===== src/rtl/rbcp_regbank.sv =====
// rbcp_regbank -- RBCP slave register bank for the acquisition core.
//
// Decodes SiTCP RBCP byte accesses into NUM_REGS big-endian 32-bit config
// words, one self-clearing trigger byte and, when RBCP_STATUS_EN is defined,
// a read-only bank of NUM_STAT status words read through a per-word snapshot.
// Every strobe is answered by exactly one registered ack pulse.
//
// Optional feature macro: RBCP_STATUS_EN (adds stat_in and the status bank).
//
// Ports:
//   clk, rst_n   clock (rising edge), asynchronous active-low reset
//   cfg_regs     config words, word k at [32k+31:32k]
//   trig         trigger pulses, each TRIG_LEN cycles long
//   stat_in      status words (RBCP_STATUS_EN only)
//   we, re       single-cycle write / read strobes
//   wd, addr     write data, byte address
//   rd           read data, valid while ack=1, held otherwise
//   ack          one-cycle acknowledge
//   addr_err     one-cycle pulse with ack for an unmapped address
module rbcp_regbank #(
  parameter logic [31:0]            BASE_ADDR = 32'h0000_0000,
  parameter int unsigned            NUM_REGS  = 2,
  parameter logic [NUM_REGS*32-1:0] CFG_INIT  = '0,
  parameter int unsigned            TRIG_BITS = 8,
  parameter int unsigned            TRIG_LEN  = 4,
  parameter int unsigned            NUM_STAT  = 2
) (
  input  logic                     clk,
  input  logic                     rst_n,
  output logic [NUM_REGS*32-1:0]   cfg_regs,
  output logic [TRIG_BITS-1:0]     trig,
`ifdef RBCP_STATUS_EN
  input  logic [NUM_STAT*32-1:0]   stat_in,
`endif
  input  logic                     we,
  input  logic                     re,
  input  logic [7:0]               wd,
  input  logic [31:0]              addr,
  output logic [7:0]               rd,
  output logic                     ack,
  output logic                     addr_err
);

  if (NUM_REGS < 1 || NUM_REGS > 16 || TRIG_BITS < 1 || TRIG_BITS > 8 ||
      TRIG_LEN < 1 || NUM_STAT < 1) begin : g_bad_params
    $error("rbcp_regbank: parameter out of range");
  end

  localparam logic [31:0]   TRIG_OFF = 32'(4 * NUM_REGS);
  localparam int unsigned   CW       = $clog2(TRIG_LEN + 1);
  localparam logic [CW-1:0] CNT_LOAD = CW'(TRIG_LEN);

  logic [31:0]   cfg_q [NUM_REGS];
  logic [31:0]   cfg_d [NUM_REGS];
  logic [CW-1:0] cnt_q [TRIG_BITS];
  logic [CW-1:0] cnt_d [TRIG_BITS];
  logic [7:0]    rd_q, rd_d;
  logic          ack_q, err_q;
`ifdef RBCP_STATUS_EN
  logic [31:0]   snap_q [NUM_STAT];
  logic [31:0]   snap_d [NUM_STAT];
`endif

  logic [31:0] off;
  logic        hit;
  logic [7:0]  rmux;
  logic        rd_go, wr_go;

  // Offset wraps for addr < BASE_ADDR, landing far outside the map.
  assign off   = addr - BASE_ADDR;
  // A simultaneous read wins; the write half is discarded.
  assign rd_go = re;
  assign wr_go = we & ~re;

  // Address decode and read-data mux; rmux stays zero for unmapped offsets.
  always_comb begin
    hit  = 1'b0;
    rmux = '0;
    for (int unsigned k = 0; k < NUM_REGS; k++) begin
      for (int unsigned b = 0; b < 4; b++) begin
        if (off == 32'(4 * k + b)) begin
          hit  = 1'b1;
          rmux = cfg_q[k][8*(3-b) +: 8];
        end
      end
    end
    if (off == TRIG_OFF) begin
      hit                  = 1'b1;
      rmux[TRIG_BITS-1:0]  = trig;
    end
`ifdef RBCP_STATUS_EN
    // MSB byte comes live (it is captured at the same edge); the other bytes
    // come from the snapshot so a 4-byte read sequence is coherent.
    for (int unsigned j = 0; j < NUM_STAT; j++) begin
      for (int unsigned b = 0; b < 4; b++) begin
        if (off == TRIG_OFF + 32'(1 + 4 * j + b)) begin
          hit = 1'b1;
          if (b == 0) rmux = stat_in[32*j+24 +: 8];
          else        rmux = snap_q[j][8*(3-b) +: 8];
        end
      end
    end
`endif
  end

  // Next-state logic.
  always_comb begin
    cfg_d = cfg_q;
    for (int unsigned k = 0; k < NUM_REGS; k++) begin
      for (int unsigned b = 0; b < 4; b++) begin
        if (wr_go && off == 32'(4 * k + b)) cfg_d[k][8*(3-b) +: 8] = wd;
      end
    end

    // Reload takes priority over the countdown, so a rewrite extends a pulse.
    for (int unsigned i = 0; i < TRIG_BITS; i++) begin
      cnt_d[i] = cnt_q[i];
      if (wr_go && off == TRIG_OFF && wd[i]) cnt_d[i] = CNT_LOAD;
      else if (cnt_q[i] != '0)               cnt_d[i] = cnt_q[i] - CW'(1);
    end

    rd_d = rd_q;
    if (rd_go) rd_d = rmux;

`ifdef RBCP_STATUS_EN
    snap_d = snap_q;
    for (int unsigned j = 0; j < NUM_STAT; j++) begin
      if (rd_go && off == TRIG_OFF + 32'(1 + 4 * j)) snap_d[j] = stat_in[32*j +: 32];
    end
`endif
  end

  always_ff @(posedge clk or negedge rst_n) begin
    if (!rst_n) begin
      for (int unsigned k = 0; k < NUM_REGS; k++) cfg_q[k] <= CFG_INIT[32*k +: 32];
      for (int unsigned i = 0; i < TRIG_BITS; i++) cnt_q[i] <= '0;
`ifdef RBCP_STATUS_EN
      for (int unsigned j = 0; j < NUM_STAT; j++) snap_q[j] <= '0;
`endif
      rd_q  <= '0;
      ack_q <= 1'b0;
      err_q <= 1'b0;
    end else begin
      cfg_q <= cfg_d;
      cnt_q <= cnt_d;
`ifdef RBCP_STATUS_EN
      snap_q <= snap_d;
`endif
      rd_q  <= rd_d;
      ack_q <= re | we;
      err_q <= (re | we) & ~hit;
    end
  end

  always_comb begin
    cfg_regs = '0;
    for (int unsigned k = 0; k < NUM_REGS; k++) cfg_regs[32*k +: 32] = cfg_q[k];
    trig = '0;
    for (int unsigned i = 0; i < TRIG_BITS; i++) trig[i] = (cnt_q[i] != '0);
  end

  assign rd       = rd_q;
  assign ack      = ack_q;
  assign addr_err = err_q;

endmodule

===== config.mk =====
export PLATFORM = sky130hd
export DESIGN_NAME = rbcp_regbank
export DESIGN_NICKNAME = d
export VERILOG_FILES = /design/src/rtl/rbcp_regbank.sv
export SDC_FILE = /design/constraint.sdc
export NUM_CORES = 1
export LEC_CHECK = 0
export BUFFER_PORTS_ARGS = -buffer_cell sky130_fd_sc_hd__buf_4
export CORE_MARGIN = 2
export CORE_UTILIZATION = 45
export CTS_BUF_LIST = sky130_fd_sc_hd__clkbuf_4
export DETAILED_ROUTE_END_ITERATION = 10
export GPL_TIMING_DRIVEN = 0
export PLACE_DENSITY = 0.75
export SYNTH_ARGS = -nofsm -noshare
export SYNTH_HDL_FRONTEND = slang
export SYNTH_SLANG_ARGS = --single-unit

===== constraint.sdc =====
create_clock -name clk -period 1.4 [get_ports clk]
set_input_delay 0.28 -clock clk [delete_from_list [all_inputs] [get_ports clk]]
set_output_delay 0.28 -clock clk [all_outputs]
set_load 0.005 [all_outputs]

After elaboration in Yosys (flattened, before gate mapping)
Cells that the tools add are included.
Widths: inputs -> output; s select.
{ "classes": {"n_addsub": 8, "n_eq_ne": 8, "muxes": 34, "n_bitwise": 5, "n_reduce_logical": 34} }
{ "op_table": {"columns": ["op", "count"], "rows": [
  ["$eq 32x3->1 const B", 4],
  ["$mux 8", 9],
  ["$eq 32x2->1 const B", 2],
  ["$mux 3", 16],
  ["$eq 32x1->1 const B", 1],
  ["$eq 32x4->1 const B", 1],
  ["$logic_not 32->1", 1],
  ["$reduce_bool 3->1", 8],
  ["$sub 3x1->3 const B", 8],
  ["$logic_and 1x1->1", 17],
  ["$reduce_bool 2->1", 8],
  ["$mux 1", 9],
  ["$and 1x1->1", 2],
  ["$not 1->1", 2],
  ["$or 1x1->1", 1]
]} }
{ "word_totals": {"ff_bits": 98, "inputBits": 44, "out_inout_bits": 82, "word_cells": 108} }

Longest topological paths before layout
Gate-level depths: netlist (run 1).
{ "logic_depth": {"ltp_word": 12, "depth_mapped": 8, "ltp_nobuf": 6} }

Least setup slack after synthesis (run 1)
Ideal clock, no wire load.
{ "synth_path": {"path_type": "input-to-reg", "startpoint": "input addr[18]", "endpoint": "register cfg_q (netlist bit cfg_regs[10])", "setup_ns": 0.125, "arrival_ns": 1.953, "required_ns": 1.275, "setup_slack_ns": -0.678, "cell_stages": 7, "path_cell_list": "nor4_1 -> and4_1 -> nand4_2 -> or3_1 -> buf_2 -> nor2_8 -> mux2_2"} }
{ "synth_via": {"elab_chain_cells": 2} }
{ "synth_lines": {"columns": ["element", "line", "source"], "rows": [
  ["from (decl)", "38", "input logic [31:0] addr,"],
  ["$eq 32x2->1", "111", "if (wr_go && off == 32'(4 * k + b)) cfg_d[k][8*(3-b) +: 8] = wd;"],
  ["$logic_and 1x1->1", "111", null],
  ["to (signal assigned)", "144", "cfg_q <= cfg_d;"],
  ["to (decl)", "53", "logic [31:0] cfg_q [NUM_REGS];"]
]} }
No other way between the ends.
A chain may end at the register's enable or synchronous reset.

Final worst setup path (run 1)
{ "layout_path": {"startpoint": "input addr[24]", "endpoint": "register cfg_q (netlist bit cfg_regs[37])"} }
{ "layout_via": {"elab_chain_cells": 2} }
{ "layout_lines": {"columns": ["element", "line"], "rows": [
  ["$eq 32x3->1", "111"],
  ["$logic_and 1x1->1", "111"]
]} }
No other way between the ends.

==> results of run 1 <==
[how the worst max path moves through the flow]
stage,slack (ns),startpoint,cells after the start,to
2_1_floorplan,-0.63,addr[9],7,cfg_regs[40]
3_3_place_gp,-1.15,addr[18],7,cnt_q[19]
3_5_place_dp,-1.15,addr[18],7,cnt_q[21]
4_1_cts,-0.45,addr[23],7,cfg_regs[45]
5_1_grt,-0.46,addr[24],8,cfg_regs[37]
6_report,-0.42,addr[24],8,cfg_regs[37]
[worst max-delay path, cell delays in order]
cell and delay, ns:
buf_6 0.10, nor4_4 0.27, and4_4 0.27, nand4_4 0.10, or3b_4 0.53, nor2_8 0.19
buf_6 0.13, mux2_4 0.29
[metal layers]
layer	wire, um	vias up	global-route usage, %	share of wire (%)
li1	-	1962	-	-
met1	6280	2158	33.9	42
met2	7580	160	41.2	50
met3	878	28	3.23	5.8
met4	345	0	8.84	2.3
met5	0	-	0	0
[report_power, final]
| group | internal (mW) | switching (mW) | leakage (nW) |
|---|---|---|---|
| registers | 2.84 | 0.00764 | 1.36 |
| clock network | 0.549 | 0.961 | 0.0621 |
| logic | 0.188 | 0.289 | 2.51 |
[synthesized netlist by cell type (8+ instances only)]
cell type  number  area share (%)
a21oi_1        39             3.8
nand2_1        28             2.1
ha_1           16             3.9
o21ai_0        10            0.99
nand2b_1        9             1.1
clkbuf_1       18             1.3
dfrtp_1        98              48
mux2_2         68              15
inv_1          31             2.3
nor2_8          8             3.2
nor2_1         29             2.1
nor4_1          8            0.99
nor2b_1        17             2.1
mux2i_1        11             2.2
xnor2_1         8             1.4
[cell type report]
type                       instances  area [sq um]  area share [%]
buffer                            23           123            1.66
clock buffer                      10          75.1            1.01
clock inverter                     5          56.3           0.761
inverter                          31           116            1.57
multi-input combinational        303          2980            40.2
sequential                        98          2450            33.1
tap                              140           175            2.37
timing repair buffer             179          1430            19.3
[sequential cells by signal, summed over array words and instances, names as in the netlist]
register / count
cfg_regs: 64
cnt_q: 24
rd: 8
ack: 1
addr_err: 1
[timing repair]
action | in CTS | in global routing
pin swaps | 19 | 24
gates resized for setup | 120 | 51
gates cloned | 0 | 1
setup buffers | 36 | 19
hold buffers | 0 | 0
setup endpoints to repair | 104 | 106
[cell usage in the layout (no fill, tap or decap), types with 5 or more instances in the layout]
master    Yosys  final
o21ai_0      10      8
a21oi_1      39     37
nand2_1      28     26
dfrtp_1      98     98
inv_2         0     24
ha_1         16      8
mux2_2       68     19
mux2i_1      11     11
buf_4         0    157
o22ai_1       5      5
mux2_4        0     52
nand2b_1      9      8
nor2b_1      17      8
nor4_4        0      5
nor2_1       29     28
nor2b_4       0      8
xnor2_1       8      8
buf_6         1     26
clkbuf_1     18     10
ha_4          0      8
nor2_8        8      8
inv_1        31      7
clkbuf_4      0     10
clkbuf_2      0      6
[kinds of logic after synthesis]
kind of cell             share of synthesized area [%]
flip-flops                                        48.3
buffers and inverters                             4.29
adder cells (fa/ha/maj)                           3.95
multiplexers                                      18.8
AO/OA/AOI/OAI                                     9.27
AND/OR/NAND/NOR                                   14.0
XOR/XNOR                                          1.38
==> summary.md, run 1 <==
| Metric | Value |
|---|---|
| Post-DP HPWL | 9690 um |
| Syn Area/Cell | 11.1 sq um |
| Grt ovf | 0 |
| GRT Util Overall | 25.0% |
| Fin nets | 705 |
| Hold slack | 0.0552 ns |
| Area growth syn-to-layout | 45.9% |
| Worst Path Class, Setup | in2reg |
| Hold Vio Cnt, Final | 0 |
| Initial antenna violation count | 0 |
| Peak Freq | 548 MHz |
| Yosys warns | 0 |
| Worst hold-check path type | in2async |
| # rows | 38 |
| PnR worst setup slack | -0.424 ns |
| Reg2reg end | rd[4] |
| Htree depth | 3 |
| Placeable Area | 0.0109 sq mm |
| Largest net degree at the start of global routing | 99 |
| Vias per cell | 5.46 |
| Sequential share of the synthesized area | 48.3% |
| Placed cell count | 721 |
| RSZ-0062 raised after global routing | true |
| RD Place Congestion | 0.857 |
| Setup TNS | -29.41 ns |
| Syn Nets | 516 |
| CP required | 1.75 ns |
| Yosys reg bits | 98 |
| PwrDens | 654 mW/mm^2 |
| Worst R2R Start | cfg_regs[60] |
| Wire length per cell | 19.1 um |
| Fin crit share | 130% |
| First-pass GRT wire length | 22,800 um |
| Worst slew margin | 17.8% |
| Routed vias | 4,308 |
| IO Port Bufs | 125 |
| Endpoints failing setup | 101 |
| CP Max Fanout | 5 |
| Synth Cell Area | 0.00507 sq mm |
| Die width | 110 um |
| Critical Path End Type | flip-flop |
| Die Ht | 110 um |
| Vias in the first global route | 4,399 |
| CTS tree | yes |
| R2R depth | 4 |
| Leak pwr | 3.92 nW |
| Clk buf depth | 2 |
| Post-synth EDFFs | 0 |
| Min Clock Period, post-route | 1.82 ns |
| Outcome | complete, but fails checks |
| DIE AREA | 0.0121 sq mm |
| Maxcap violations | 0 |
| Tightest Pin Transition | 1.23 ns |
| Layout cell share with drive strength beyond 1 | 54.7% |
| CTS Sinks | 98 |
| Root Driver | clkbuf_4 |
| Drt first-iter violations | 226 |
| Clk_lat worst skew | 0.45 ns |
| Ys async rst share | 100% |
| Reg2reg setup slack | -0.19 ns |
| # fillers | 818 |
| Peak VDD IR | 0.530 mV |
| Total iterations of the first detailed-routing run | 4 |
| Final core utilization | 67.7% |
| Count of cell types in the netlist | 42 |
| DRC | 0 |
| Initial Util | 46.4% |
| Slew Limit Fails | 0 |
| Placed instance area | 0.00630 sq mm |
| Ys flop type | dfrtp_1 |
| DRT antenna net count | 0 |
| I/O pins | 126 |
| CTS buffer count | 9 |
| Final instance area | 0.00740 sq mm |
| Violated checks | negative setup slack |
| Final Instance Count excl. Fillers | 789 |
| Post-Route WL | 15,100 um |
| DP Worst Slack | -1.15 ns |
| Tot Pwr | 4.84 mW |
| Setup Skew | 0.0183 ns |
| Post-Syn Instances | 456 |
| Crit path DAT | 2.17 ns |
| Inserted Diodes | 0 |
| Clock Pin Slew Worst Setup and Hold Paths | 0.16 ns |
| Critical Path Source Type | input pin |
Power figures use the tool's default switching activity.
==> run 2, diff against run 1 <==
--- a/config.mk
+++ b/config.mk
@@ -7,5 +7,4 @@
 export LEC_CHECK = 0
 export BUFFER_PORTS_ARGS = -buffer_cell sky130_fd_sc_hd__buf_4
-export CORE_MARGIN = 2
 export CORE_UTILIZATION = 45
 export CTS_BUF_LIST = sky130_fd_sc_hd__clkbuf_4
==> constraint.sdc (replaced) <==
create_clock -name clk -period 1.4 [get_ports clk]
set_input_delay 0.14 -clock clk [delete_from_list [all_inputs] [get_ports clk]]
set_output_delay 0.14 -clock clk [all_outputs]
set_load 0.005 [all_outputs]
==> summary.md, run 2 (synthesis gave the netlist of run 1 again) <==
| Metric | Value |
|---|---|
| Vias per cell | 5.39 (-1.2%) |
| CTS Sinks | 98 (unchanged) |
| Post-Route WL | 14,700 um (-2.5%) |
| Grt ovf | 0 (unchanged) |
| Area growth syn-to-layout | 46.8% |
| Setup Skew | 0.0114 ns (-0.00682 ns) |
| Fin crit share | 121% (-9.5 points) |
| Worst Path Class, Setup | in2reg |
| Worst slew margin | 61.9% (+44 points) |
| DIE AREA | 0.0117 sq mm (-3.6%) |
| Endpoints failing setup | 80 (-21%) |
| Wire length per cell | 18.4 um (-3.7%) |
| Root Driver | clkbuf_4 |
| Placed cell count | 721 (unchanged) |
| Routed vias | 4,309 (+0.023%) |
| GRT Util Overall | 25.9% (+0.93 points) |
| Maxcap violations | 0 (unchanged) |
| DRC | 0 (unchanged) |
| CTS buffer count | 9 (unchanged) |
| PwrDens | 644 mW/mm^2 (-1.5%) |
| CP required | 1.75 ns (about the same) |
| M1 WL | 6120 um (-2.5%) |
| Worst hold-check path type | in2reg |
| Slew Limit Fails | 0 (unchanged) |
| Clk_lat worst skew | 0.46 ns (about the same) |
| Clk buf depth | 2 (unchanged) |
| Layout cell share with drive strength beyond 1 | 53.1% (-1.6 points) |
| Max FFs per register | 64 (unchanged) |
| Top sig layer | met4 |
| Peak VDD IR | 0.446 mV (-16%) |
| Peak Freq | 591 MHz (+7.8%) |
| DP Worst Slack | -1.08 ns (+0.0765 ns) |
| Tightest Pin Transition | 0.572 ns (-0.661 ns) |
| WL met3 | 837 um (-4.7%) |
| RD Place Congestion | 0.807 (-5.9%) |
| Hold slack | 0.0603 ns (+0.00508 ns) |
| Hold Vio Cnt, Final | 0 (unchanged) |
| Leak pwr | 3.95 nW (+0.58%) |
| CP Max Fanout | 8 (+3) |
| Largest net degree at the start of global routing | 99 (unchanged) |
| Fin nets | 716 (+1.6%) |
| Placeable Area | 0.0109 sq mm (unchanged) |
| Inserted Diodes | 0 (unchanged) |
| CTS tree | yes |
| Initial antenna violation count | 0 (unchanged) |
| Critical Path End Type | flip-flop |
| I/O pins | 126 (unchanged) |
| Initial Util | 46.4% (unchanged) |
| Outcome | complete, but fails checks |
| IO Port Bufs | 125 (unchanged) |
| Setup TNS | -18.29 ns (+11.12 ns) |
| Die Ht | 108 um (-1.8%) |
| Post-DP HPWL | 9720 um (+0.39%) |
| Metal2 WL | 7530 um (-0.61%) |
| Drt first-iter violations | 140 (-38%) |
| Clock Pin Slew Worst Setup and Hold Paths | 0.14 ns (-0.02 ns) |
| First-pass GRT wire length | 22,700 um (-0.49%) |
| Final Instance Count excl. Fillers | 799 (+1.3%) |
| Vias in the first global route | 4,410 (+0.25%) |
| Die width | 108 um (-1.8%) |
| Most frequent cells in the layout | 164 x buf_4, 98 x dfrtp_1, 52 x mux2_4 |
| Critical Path Source Type | input pin |
| Min Clock Period, post-route | 1.69 ns (-0.133 ns) |
| Crit path DAT | 2.04 ns (-0.13 ns) |
| DRT antenna net count | 0 (unchanged) |
| RSZ-0062 raised after global routing | true |
| # rows | 38 (unchanged) |
| Violated checks | negative setup slack |
| PnR worst setup slack | -0.292 ns (+0.133 ns) |
| Total iterations of the first detailed-routing run | 4 (unchanged) |
| Htree depth | 3 (unchanged) |
| Most common cell after layout, fill and taps aside | buf_4 |
## run 2: layout make-up
| class | instances | area, sq um |
|---|---|---|
| fill | 806 | 3490 |
| multi-input combinational | 303 | 2930 |
| sequential | 98 | 2450 |
| timing repair buffer | 190 | 1530 |
| tap | 140 | 175 |
| buffer | 23 | 119 |
| inverter | 31 | 116 |
| clock buffer | 10 | 75.1 |
| clock inverter | 4 | 45.0 |
## run 2: path summary, 6_finish.rpt
path / from / endpoint / slack (ns) / depth (start not counted)
hold / removal: re / rd[3] / 0.06 / 3
min in group asynchronous: rst_n / cfg_regs[41] / 0.20 / 2
setup reg to reg: cfg_regs[4] / rd[4] / -0.20 / 4
setup / recovery: addr[18] / cfg_regs[38] / -0.29 / 7
hold reg to reg: rd[3] / rd[3] / 0.54 / 2
max in group asynchronous: rst_n / cfg_regs[50] / 0.52 / 3
## run 2: power breakdown
part	switching (mW)	internal [mW]	leakage, nW	total, mW
combinational	0.284	0.209	2.53	0.493
sequential	0.00756	2.84	1.36	2.85
clock	0.914	0.536	0.0634	1.45
## run 2: timing repair
item / in CTS / in global routing
pin swaps: 18 / 18
endpoints found under the hold margin: 95 / 0
endpoints found under the setup margin: 104 / 100
setup buffers: 37 / 16
gates resized for setup: 118 / 25
hold buffers: 11 / 0
## run 2: metal layers
layer	up-vias	global-route usage, %
li1	1987	-
met1	2156	33.4
met2	146	43.6
met3	20	3.68
met4	0	10.6
met5	-	0
## run 2: per-stage QoR
stage	area (sq um)	power (mW)	utilization, %
finish	7450	4.79	68.1
global route	7450	4.98	68.1
CTS	7190	4.76	65.8
detailed placement	6300	3.32	57.6
global placement	6300	3.31	57.6
floorplan	5190	3.07	-
## run 2: worst max-delay path, stage by stage
cell	delay, ns
buf_6	0.10
nor4_4	0.27
and4_4	0.26
nand4_4	0.11
or3b_4	0.54
nor2_8	0.28
mux2_4	0.34
